==> config.mk <==
export PLATFORM = sky130hd
export DESIGN_NAME = viterbi_burst_channel
export DESIGN_NICKNAME = d
export VERILOG_FILES = /design/src/rtl/viterbi_burst_channel_pkg.sv /design/src/rtl/viterbi_burst_channel_lfsr.sv /design/src/rtl/viterbi_burst_channel.sv
export SDC_FILE = /design/constraint.sdc
export NUM_CORES = 1
export LEC_CHECK = 0
export CAP_MARGIN = 10
export CORE_MARGIN = 2
export CORE_UTILIZATION = 48
export CTS_CLUSTER_DIAMETER = 30
export CTS_CLUSTER_SIZE = 20
export DETAILED_ROUTE_END_ITERATION = 6
export PLACE_DENSITY = 0.95
export SLEW_MARGIN = 20
export SYNTH_ARGS = -nofsm -noshare
export SYNTH_HDL_FRONTEND = slang
export SYNTH_SLANG_ARGS = --single-unit
==> constraint.sdc <==
create_clock -name clk -period 4.7 [get_ports clk]
set_input_delay 1.41 -clock clk [delete_from_list [all_inputs] [get_ports clk]]
set_output_delay 1.41 -clock clk [all_outputs]
set_load 0.02 [all_outputs]
==> src/rtl/viterbi_burst_channel_pkg.sv <==
// Shared types and constants for the Viterbi channel model and its noise sources.
package viterbi_pkg;

  typedef enum logic [1:0] {
    CH_PASS   = 2'd0,
    CH_INVERT = 2'd1,
    CH_FLIP1  = 2'd2,
    CH_STUCK0 = 2'd3
  } ch_mode_t;

  typedef enum logic {
    CH_IDLE  = 1'b0,
    CH_BURST = 1'b1
  } ch_state_t;

  localparam logic [31:0] LFSR_TAPS = 32'h8020_0003;

endpackage

==> src/rtl/viterbi_burst_channel_lfsr.sv <==
// 32-bit right-shifting Galois LFSR with seedable reset and advance enable.
module channel_lfsr
  import viterbi_pkg::*;
#(
  parameter logic [31:0] SEED = 32'hACE1_1234
) (
  input  logic        clk,
  input  logic        rst,
  input  logic        i_adv,
  output logic [31:0] o_lfsr
);

  logic [31:0] r_lfsr;

  always_ff @(posedge clk or posedge rst) begin
    if (rst)        r_lfsr <= SEED;
    else if (i_adv) r_lfsr <= {1'b0, r_lfsr[31:1]} ^ (r_lfsr[0] ? LFSR_TAPS : 32'h0);
  end

  assign o_lfsr = r_lfsr;

endmodule

==> src/rtl/viterbi_burst_channel.sv <==
// Seeded burst-error channel between convolutional encoder and Viterbi decoder.
// Statistics counters are built only when VITERBI_CHANNEL_STATS_EN is defined.
//
//   state    | meaning
//   CH_IDLE  | passing symbols clean, watching for a trigger
//   CH_BURST | corrupting symbols until rem runs out or injection drops
module viterbi_burst_channel
  import viterbi_pkg::*;
#(
  parameter int          SYM_W     = 2,
  parameter int          RATE_N    = 5,
  parameter int          MAX_BURST = 4,
  parameter logic [31:0] LFSR_SEED = 32'hACE1_1234,
  parameter int          BL_W      = $clog2(MAX_BURST + 1)
) (
  input  logic             clk,
  input  logic             rst,
  input  logic             valid_i,
  input  logic [SYM_W-1:0] sym_i,
  input  logic             inject_en_i,
  input  logic             force_i,
  input  logic [1:0]       mode_i,
  input  logic [BL_W-1:0]  burst_len_i,
  input  logic             clear_stats_i,
  output logic             valid_o,
  output logic [SYM_W-1:0] sym_o,
  output logic [SYM_W-1:0] err_o,
  output logic             busy_o,
  output logic [31:0]      sym_count_o,
  output logic [31:0]      bit_err_count_o,
  output logic [15:0]      burst_count_o
);

  localparam int KW = (SYM_W > 1) ? $clog2(SYM_W) : 1;
  localparam int PW = $clog2(SYM_W + 1);
  localparam logic [BL_W-1:0] MAXB = BL_W'(MAX_BURST);

  ch_state_t        r_state, w_state_nxt;
  logic [BL_W-1:0]  r_rem, w_rem_nxt;
  ch_mode_t         r_mode, w_mode_eff;
  logic [KW-1:0]    r_k, w_k_eff, w_k_new;
  logic [31:0]      w_lfsr;
  logic [BL_W-1:0]  w_len;
  logic [4:0]       w_k_raw, w_k_mod;
  logic             w_trig, w_corrupt;
  logic [SYM_W-1:0] w_mask;
  logic [PW-1:0]    w_pop;

  channel_lfsr #(.SEED(LFSR_SEED)) u_lfsr (
    .clk    (clk),
    .rst    (rst),
    .i_adv  (valid_i),
    .o_lfsr (w_lfsr)
  );

  assign w_len   = (burst_len_i > MAXB) ? MAXB : burst_len_i;
  assign w_k_raw = w_lfsr[RATE_N+4:RATE_N];
  assign w_k_mod = w_k_raw % 5'(SYM_W);
  assign w_k_new = w_k_mod[KW-1:0];

  always_comb begin
    w_state_nxt = r_state;
    w_rem_nxt   = r_rem;
    w_trig      = 1'b0;
    w_corrupt   = 1'b0;
    w_mode_eff  = r_mode;
    w_k_eff     = r_k;
    case (r_state)
      CH_IDLE: begin
        if (valid_i && inject_en_i && (ch_mode_t'(mode_i) != CH_PASS) && (w_len != '0) &&
            ((&w_lfsr[RATE_N-1:0]) || force_i)) begin
          w_trig      = 1'b1;
          w_corrupt   = 1'b1;
          w_mode_eff  = ch_mode_t'(mode_i);
          w_k_eff     = w_k_new;
          w_rem_nxt   = w_len - BL_W'(1);
          w_state_nxt = (w_len > BL_W'(1)) ? CH_BURST : CH_IDLE;
        end
      end
      CH_BURST: begin
        if (valid_i) begin
          if (!inject_en_i) begin
            w_rem_nxt   = '0;
            w_state_nxt = CH_IDLE;
          end else begin
            w_corrupt = 1'b1;
            w_rem_nxt = r_rem - BL_W'(1);
            if (r_rem == BL_W'(1)) w_state_nxt = CH_IDLE;
          end
        end
      end
      default: w_state_nxt = CH_IDLE;
    endcase
  end

  always_comb begin
    w_mask = '0;
    if (w_corrupt) begin
      case (w_mode_eff)
        CH_INVERT: w_mask = '1;
        CH_FLIP1:  w_mask = SYM_W'(1) << w_k_eff;
        CH_STUCK0: w_mask = sym_i;
        default:   w_mask = '0;
      endcase
    end
    w_pop = '0;
    for (int i = 0; i < SYM_W; i++) w_pop = w_pop + PW'(w_mask[i]);
  end

  always_ff @(posedge clk or posedge rst) begin
    if (rst) begin
      r_state <= CH_IDLE;
      r_rem   <= '0;
      r_mode  <= CH_PASS;
      r_k     <= '0;
      valid_o <= 1'b0;
      sym_o   <= '0;
      err_o   <= '0;
      busy_o  <= 1'b0;
    end else begin
      r_state <= w_state_nxt;
      r_rem   <= w_rem_nxt;
      if (w_trig) begin
        r_mode <= w_mode_eff;
        r_k    <= w_k_eff;
      end
      valid_o <= valid_i;
      if (valid_i) sym_o <= sym_i ^ w_mask;
      err_o   <= valid_i ? w_mask : '0;
      busy_o  <= (w_state_nxt == CH_BURST);
    end
  end

  logic w_unused_lfsr;
  assign w_unused_lfsr = ^w_lfsr[31:RATE_N+5];

`ifdef VITERBI_CHANNEL_STATS_EN
  logic [31:0] r_sym_cnt, r_bit_cnt;
  logic [15:0] r_burst_cnt;
  logic [32:0] w_bit_sum;

  // Sum one bit wider so saturation can be detected from the carry.
  assign w_bit_sum = {1'b0, r_bit_cnt} + 33'(w_pop);

  always_ff @(posedge clk or posedge rst) begin
    if (rst) begin
      r_sym_cnt   <= '0;
      r_bit_cnt   <= '0;
      r_burst_cnt <= '0;
    end else if (clear_stats_i) begin
      r_sym_cnt   <= '0;
      r_bit_cnt   <= '0;
      r_burst_cnt <= '0;
    end else begin
      if (valid_i && (r_sym_cnt != '1)) r_sym_cnt <= r_sym_cnt + 32'd1;
      if (w_trig && (r_burst_cnt != '1)) r_burst_cnt <= r_burst_cnt + 16'd1;
      r_bit_cnt <= w_bit_sum[32] ? '1 : w_bit_sum[31:0];
    end
  end

  assign sym_count_o     = r_sym_cnt;
  assign bit_err_count_o = r_bit_cnt;
  assign burst_count_o   = r_burst_cnt;
`else
  logic w_unused_stats;
  assign w_unused_stats  = ^{clear_stats_i, w_pop};
  assign sym_count_o     = '0;
  assign bit_err_count_o = '0;
  assign burst_count_o   = '0;
`endif

endmodule

# Yosys cells after proc, flatten, opt, wreduce, memory -nomap -nowiden
# Cells that the tools add are included.
word_totals:
  regBits: 44
  output_inout_bits: 86
  inputBits: 13
op_classes:
  shift: 1
  n_addsub: 2
  reduce_logical: 9
  n_bitwise: 3
  n_eq_ne: 6
  mux: 24
  order_cmp: 2
ops:
  columns: ["cell", "count"]
  rows:
  - ["$mux 32", 1]
  - ["$xor 31x32->32", 1]
  - ["$mux 3", 4]
  - ["$mux 1", 11]
  - ["$mux 2", 4]
  - ["$pmux 2 s3", 1]
  - ["$pmux 3 s2", 1]
  - ["$sub 3x1->3 const B", 2]
  - ["$reduce_and 5->1", 1]
  - ["$eq 2x2->1 const B", 2]
  - ["$logic_and 1x1->1", 4]
  - ["$ne 2x2->1 const B", 2]
  - ["$pmux 1 s2", 2]
  - ["$eq 3x1->1 const B", 1]
  - ["$gt 3x1->1 const B", 1]
  - ["$gt 3x3->1 const B", 1]
  - ["$reduce_bool 3->1", 1]
  - ["$eq 2x1->1 const B", 1]
  - ["$reduce_and 2->1", 1]
  - ["$reduce_bool 2->1", 1]
  - ["$shl 1x1->2 const A", 1]
  - ["$xor 2x2->2", 1]
  - ["$logic_or 1x1->1", 1]
  - ["$not 1->1", 1]

# Longest topological paths before layout
# Gate-level depths: netlist (run 1).
depth:
  word_depth: 11
  mapped_depth: 8

# Cells and area by module
# Synthesis (run 1) repeated with hierarchy kept, for this count alone.
unflattened:
  hier_cells: 230
  area_unflattened_um2: 2710.1
modules_own_cells:
  columns: ["mod", "seq_area_each_um2", "area_per_inst_um2", "instances", "cells_per_inst"]
  rows:
  - ["viterbi_burst_channel", 300.3, 1358.8, 1, 156]
  - ["channel_lfsr", 817.0, 1351.3, 1, 74]

# Least setup slack after synthesis (run 1)
# Ideal clock, no wire load.
synth_timing:
  kind: "input to register"
  start: "input port burst_len_i[2]"
  end: "register sym_o[0]"
  setup_time_ns: 0.119
  arrival_time_ns: 2.870
  setup_slack_ns: 1.712
  stages: 7
  path_cell_list: "nand2b_1 -> ha_1 -> ha_1 -> nand4bb_4 -> a211o_1 -> a41oi_2 -> a21bo_1"
synth_via:
  elab_chain_cells: 11
synth_rtl:
  columns: ["element", "line_no", "rtl"]
  rows:
  - ["from (decl)", "viterbi_burst_channel.sv:23", "input logic [BL_W-1:0] burst_len_i,"]
  - ["$gt 3x3->1", "viterbi_burst_channel.sv:56", "assign w_len = (burst_len_i > MAXB) ? MAXB : burst_len_i;"]
  - ["$mux 3 *", "viterbi_burst_channel.sv:56", null]
  - ["$reduce_bool 3->1 *", "viterbi_burst_channel.sv:70", "if (valid_i && inject_en_i && (ch_mode_t'(mode_i) != CH_PASS) && (w_len != '0) &&"]
  - ["$logic_and 1x1->1 * (2 in series)", "viterbi_burst_channel.sv:70", null]
  - ["$mux 2 / $mux 1 (equally long branches)", "viterbi_burst_channel.sv:70", null]
  - ["$mux 2 / $mux 1 (equally long branches)", "viterbi_burst_channel.sv:68", "case (r_state)"]
  - ["$eq 2x2->1 (tied with other cells)", "viterbi_burst_channel.sv:99", "case (w_mode_eff)"]
  - ["$pmux 2 s3", "viterbi_burst_channel.sv:99", null]
  - ["$mux 2 *", "viterbi_burst_channel.sv:98", "if (w_corrupt) begin"]
  - ["$xor 2x2->2 *", "viterbi_burst_channel.sv:128", "if (valid_i) sym_o <= sym_i ^ w_mask;"]
  - ["to (signal assigned)", "viterbi_burst_channel.sv:128", null]
  - ["to (decl)", "viterbi_burst_channel.sv:26", "output logic [SYM_W-1:0] sym_o,"]
# Every way passes the cells marked *; elsewhere a longest branch is shown, timed or not.
# A chain may end at the register's enable or synchronous reset.

# Worst setup path after layout (run 1)
# Ends and elaborated chain as after synthesis.

==> impl_metrics.csv, run 1 <==
group,metric,value,unit
status,status,"completed",
clock_network,cts_setup_buffers,0,
timing,setup_slack,1.45,ns
clock_network,cts_buffer_depth,2,
power,leakage,1.21,nW
yosys,synth_cell_type_count,35,
final_layout,multi_input_area,1110,um^2
timing,period_share,69.2,%
global_routing,grt_use_total,12.1,%
timing,clock.fmax,307,MHz
timing,finalSetupViolations,0,
clock_network,clkSlewWorstSetupHoldPaths,0.08,ns
die,row_count,26,
clock_network,clk_latency,0.30,ns
drt,firstDrtPassIters,4,
setup_path,crit_required,4.89,ns
global_routing,grt_max_degree,45,
final_layout,drive_gt1_share,15.9,%
yosys,syn-mean-instance-area,11.6,um^2
final_layout,regArea,1120,um^2
yosys,synth_edf_count,0,
run,drv_cap,0,
yosys,netlist_area,2580,um^2
power,totalPowerFinal,0.00126,W
placement,io_buffers,17,
setup_path,crit_path_start_kind,"primary input",
final_layout,area_growth,1.36,%
final_layout,nFillCells,450,
yosys,synth_top_area_cell,"dfrtp_1",
drt,wl_met3,241,um
yosys,synth-seq-cells,44,
drt,drtIter0Drc,128,
timing,slew_violations,0,
hold_path,hold_class,"flip-flop to flip-flop",
final_layout,diodes,0,
drt,wl_per_cell,11.2,um
placement,gp_congestion,0.876,
timing,fin_worst_skew,0.00636,ns
global_routing,overflow,0,
power,p_per_area,482,nW/um^2
global_routing,antenna_found_initial,0,
clock_network,cts-root-buf,"clkbuf_8",
drt,viasPerCell,4.31,
setup_path,cp_max_fo,5,
yosys,synthMostInstantiatedCell,"buf_4",
global_routing,grt_pass1_wl,5710,um
die,core_area,5140,um^2
setup_path,end_kind,"flip-flop",
setup_path,worst_ep_arrival_time,3.45,ns
die,start_util,50.2,%
setup_path,crit_type,"primary input to flip-flop",
yosys,synth_area_leaders,"dfrtp_1, buf_4, dfstp_2",
clock_network,htreeDepth,2,
die,die_w,77.4,um
timing,period_needed,3.25,ns
timing,tns,0,ns
final_layout,layout.nets,262,
die,dieArea,5980,um^2
placement,detailed_place_hpwl,2590,um
yosys,yosysSeqAreaShare,43.3,%
yosys,synth_commonest_cells,"buf_4, dfrtp_1, mux2_1, dfstp_2, mux2_2",
clock_network,cts_tree,"yes",
drt,drtAntennaViolNets,0,
timing,rsz0062_at_grt,"no",
timing,worstMarginPinSlew,0.533,ns
clock_network,cts_resized,0,
drt,top_layer_used,"met4",
timing,slew_headroom,64.5,%
yosys,synth-warning-count,0,
global_routing,grt_pass1_vias,1195,
power,vdd_drop_max,0.204,mV
clock_network,clock-sinks,44,
timing,finalHoldViolations,0,
yosys,synthCells,223,
placement,dpl_worst_slack,1.14,ns
yosys,synth_async_sr_flop_share,100,%
clock_network,numCtsBuffers,5,
clock_network,cts_hold_buffers,0,
yosys,synthFlopType,"dfrtp_1",
drt,vias,1358,
yosys,yosys.area.top_type_share,30.0,%
drt,post-route-drc-count,0,
die,ios,99,
drt,route.met2.wl,1750,um
drt,wl,3520,um
die,fp.dieH,77.4,um
drt,met1_length,1440,um
## logic make-up after synthesis
family                   after synthesis  synth area share (%)
AND/OR/NAND/NOR                       18                  4.55
buffers and inverters                 93                  25.3
XOR/XNOR                               2                 0.678
multiplexers                          34                  14.8
adder cells (fa/ha/maj)                5                  2.42
flip-flops                            44                  43.3
other                                  1                 0.145
AO/OA/AOI/OAI                         26                  8.82
## layer usage
metal | global-route usage [%] | vias up
met5 | 0 | -
met4 | 5.89 | 0
met3 | 3.84 | 8
met2 | 19.3 | 56
met1 | 14.8 | 660
li1 | - | 634
## power breakdown
| group | switching, W | total, W | internal [W] |
|---|---|---|---|
| clock network | 0.000128 | 0.000232 | 0.000104 |
| registers | 0.000104 | 0.000689 | 0.000586 |
| logic | 0.000172 | 0.000340 | 0.000167 |
| total | 0.000404 | 0.00126 | 0.000857 |
## final timing paths
path,start,end,slack (ns),cells after the start
hold / removal,u_lfsr.o_lfsr[20],u_lfsr.o_lfsr[20],0.48,1
hold reg to reg,u_lfsr.o_lfsr[20],u_lfsr.o_lfsr[20],0.48,1
setup / recovery,burst_len_i[2],sym_o[0],1.45,8
max in group asynchronous,rst,u_lfsr.o_lfsr[22],2.78,3
setup reg to reg,u_lfsr.o_lfsr[0],r_rem[0],2.95,4
min in group asynchronous,rst,u_lfsr.o_lfsr[14],1.54,3
## registers in the layout (all words and copies together), names as in the netlist
| signal | flops |
|---|---|
| valid_o | 1 |
| r_state | 1 |
| r_k | 1 |
| sym_o | 2 |
| r_mode | 2 |
| u_lfsr.o_lfsr | 32 |
| err_o | 2 |
| r_rem | 3 |
## stage by stage
| step | hold WS, ns | instances | util [%] | cell area, um^2 |
|---|---|---|---|---|
| finish | 0.485 | 315 | 50.9 | 2620 |
| global route | 0.507 | 315 | 50.9 | 2620 |
| CTS | 0.489 | 315 | 50.9 | 2620 |
| detailed placement | 0.471 | 307 | 49.3 | 2530 |
| global placement | 0.463 | 307 | 49.3 | 2530 |
| floorplan | 0.454 | 302 | - | 2880 |
## layout make-up
cell class	instances	share of cell area, %
multi-input cells	165	42.4
repair buffers	19	7.07
clock buffers	6	2.77
clock inverters	2	0.478
flip-flops and latches	44	42.7
inverters	9	1.29
well taps	70	3.35
## critical path, stage by stage
cell and delay, ns:
clkdlybuf4s50_1 0.44, nand2b_1 0.19, ha_1 0.21, ha_1 0.19, nand4bb_4 0.26, a211o_1 0.36
a41oi_2 0.18, a21bo_1 0.22
## placed cells by master (no fill, tap or decap), drive strengths merged
cell type / count
a21bo: 2
clkinv: 1
conb: 80
o21a: 2
clkinvlp: 1
a41oi: 2
nor2: 3
a22o: 1
a31o: 1
o21ai: 4
nand4bb: 1
o31ai: 1
ha: 5
nand3: 1
nand2b: 3
o32a: 1
a21oi: 5
clkbuf: 6
buf: 2
clkdlybuf4s50: 17
dfstp: 13
mux2: 34
o221ai: 1
nand2: 7
xnor2: 2
o22ai: 1
nor2b: 2
dfrtp: 31
nor3: 1
a2bb2oi: 1
a211o: 1
inv: 9
o32ai: 2
o21bai: 1
Note: power is estimated with default switching activity, not from simulation.
==> inputs of run 2 (changes only) <==
CORE_UTILIZATION = 40   (was 48)
PLACE_DENSITY = 0.86   (was 0.95)
clock period = 2.79 ns   (was 4.7 ns; I/O delays follow)
==> impl_metrics.csv, run 2 (same netlist as run 1, synthesis figures left out) <==
group,metric,value,unit
timing,finalSetupViolations,0,
global_routing,overflow,0,
power,p_per_area,794,nW/um^2
final_layout,final-instance-count-excl-fill,328,
final_layout,layout.nets,268,
final_layout,area_growth,3.92,%
final_layout,finish.utilization,42.5,%
timing,fin_hold_ws,0.492,ns
placement,gp_congestion,0.794,
timing,period_needed,2.67,ns
global_routing,grt_pass1_wl,5390,um
clock_network,cts_resized,0,
timing,tns,0,ns
drt,vias,1367,
clock_network,htreeDepth,2,
power,leakage,1.24,nW
timing,finalHoldViolations,0,
placement,io_buffers,17,
die,fp.dieH,84.4,um
clock_network,clkSlewWorstSetupHoldPaths,0.08,ns
placement,detailed_place_hpwl,2440,um
setup_path,crit_required,2.97,ns
global_routing,grt_use_total,9.55,%
final_layout,layout.cells.most_common_list,"conb_1, dfrtp_1, mux2_1, clkdlybuf4s50_1, dfstp_2",
clock_network,cts_setup_buffers,0,
die,core_area,6310,um^2
drt,wl_met3,200,um
drt,drtAntennaViolNets,0,
timing,clock.fmax,375,MHz
setup_path,end_kind,"flip-flop",
timing,rsz0062_at_grt,"no",
die,dieArea,7110,um^2
final_layout,diodes,0,
clock_network,cts_tree,"yes",
clock_network,cts_buffer_depth,2,
setup_path,cp_max_fo,5,
drt,firstDrtPassIters,4,
timing,slew_headroom,65.4,%
die,ios,99,
run,drv_cap,0,
placement,dp.cells,320,
timing,slew_violations,0,
die,die_w,84.4,um
die,row_count,29,
clock_network,clk_latency,0.29,ns
clock_network,numCtsBuffers,5,
final_layout,layout_commonest_cell,"conb_1",
drt,top_layer_used,"met4",
global_routing,grt_pass1_vias,1252,
drt,drtIter0Drc,92,
global_routing,antenna_found_initial,0,
global_routing,grt_max_degree,45,
setup_path,crit_path_start_kind,"primary input",
die,start_util,40.9,%
setup_path,crit_type,"primary input to flip-flop",
clock_network,cts_hold_buffers,0,
drt,post-route-drc-count,0,
final_layout,drive_gt1_share,18.3,%
status,status,"completed",
drt,wl_per_cell,9.86,um
setup_path,worst_ep_arrival_time,2.85,ns
drt,met1_length,1300,um
power,totalPowerFinal,0.00213,W
drt,viasPerCell,4.17,
hold_path,hold_class,"flip-flop to flip-flop",
power,vdd_drop_max,0.305,mV
clock_network,clock-sinks,44,
clock_network,cts-root-buf,"clkbuf_8",
timing,worstMarginPinSlew,0.518,ns
final_layout,largest_register_ffs,32,
drt,route.met2.wl,1680,um
timing,period_share,95.5,%
drt,wl,3230,um
timing,fin_worst_skew,0.00500,ns
## run 2: worst paths after layout
path	start	end	slack, ns	cells after the start
max	burst_len_i[2]	sym_o[0]	0.12	8
min	r_rem[1]	r_rem[1]	0.49	1
max reg2reg	u_lfsr.o_lfsr[0]	r_rem[0]	1.03	4
min reg2reg	r_rem[1]	r_rem[1]	0.49	1
max in group asynchronous	rst	u_lfsr.o_lfsr[5]	1.43	3
min in group asynchronous	rst	u_lfsr.o_lfsr[24]	0.99	3
## run 2: metrics by stage
stage / setup slack, ns / instance area (um^2)
after floorplan: 0.375 / 2880
after global placement: -0.130 / 2590
after detailed placement: -0.189 / 2590
after CTS: 0.127 / 2680
after global routing: 0.0320 / 2680
final: 0.125 / 2680
## run 2: final cells by class
cell class | instances | area, um^2
Sequential cell | 44 | 1120
Clock inverter | 2 | 15.0
Inverter | 9 | 33.8
Tap cell | 77 | 96.3
Timing Repair Buffer | 25 | 230
Clock buffer | 6 | 82.6
Fill cell | 597 | 3630
Multi-Input combinational cell | 165 | 1110
## run 2: layer usage
layer  GRT usage (%)  vias to the layer above
met3            2.85                        4
li1                -                      640
met1            10.3                      665
met5               0                        -
met4            6.06                        0
met2            16.3                       58
## run 2: worst max-delay path, cell delays in order
cell and delay, ns:
clkdlybuf4s50_1 0.43, nand2b_1 0.18, ha_1 0.21, ha_1 0.19, nand4bb_4 0.26, a211o_1 0.35, a41oi_2 0.17, a21bo_1 0.21
## run 2: power breakdown
group	internal [W]	switching, W	leakage, nW
logic	0.000286	0.000284	0.693
registers	0.000987	0.000172	0.502
clock network	0.000200	0.000203	0.0434
==> inputs of run 3 (changes only) <==
SLEW_MARGIN = 15   (was 20)
==> results of run 3 <==
The final DEF is identical to that of run 2; final timing and power are the same.
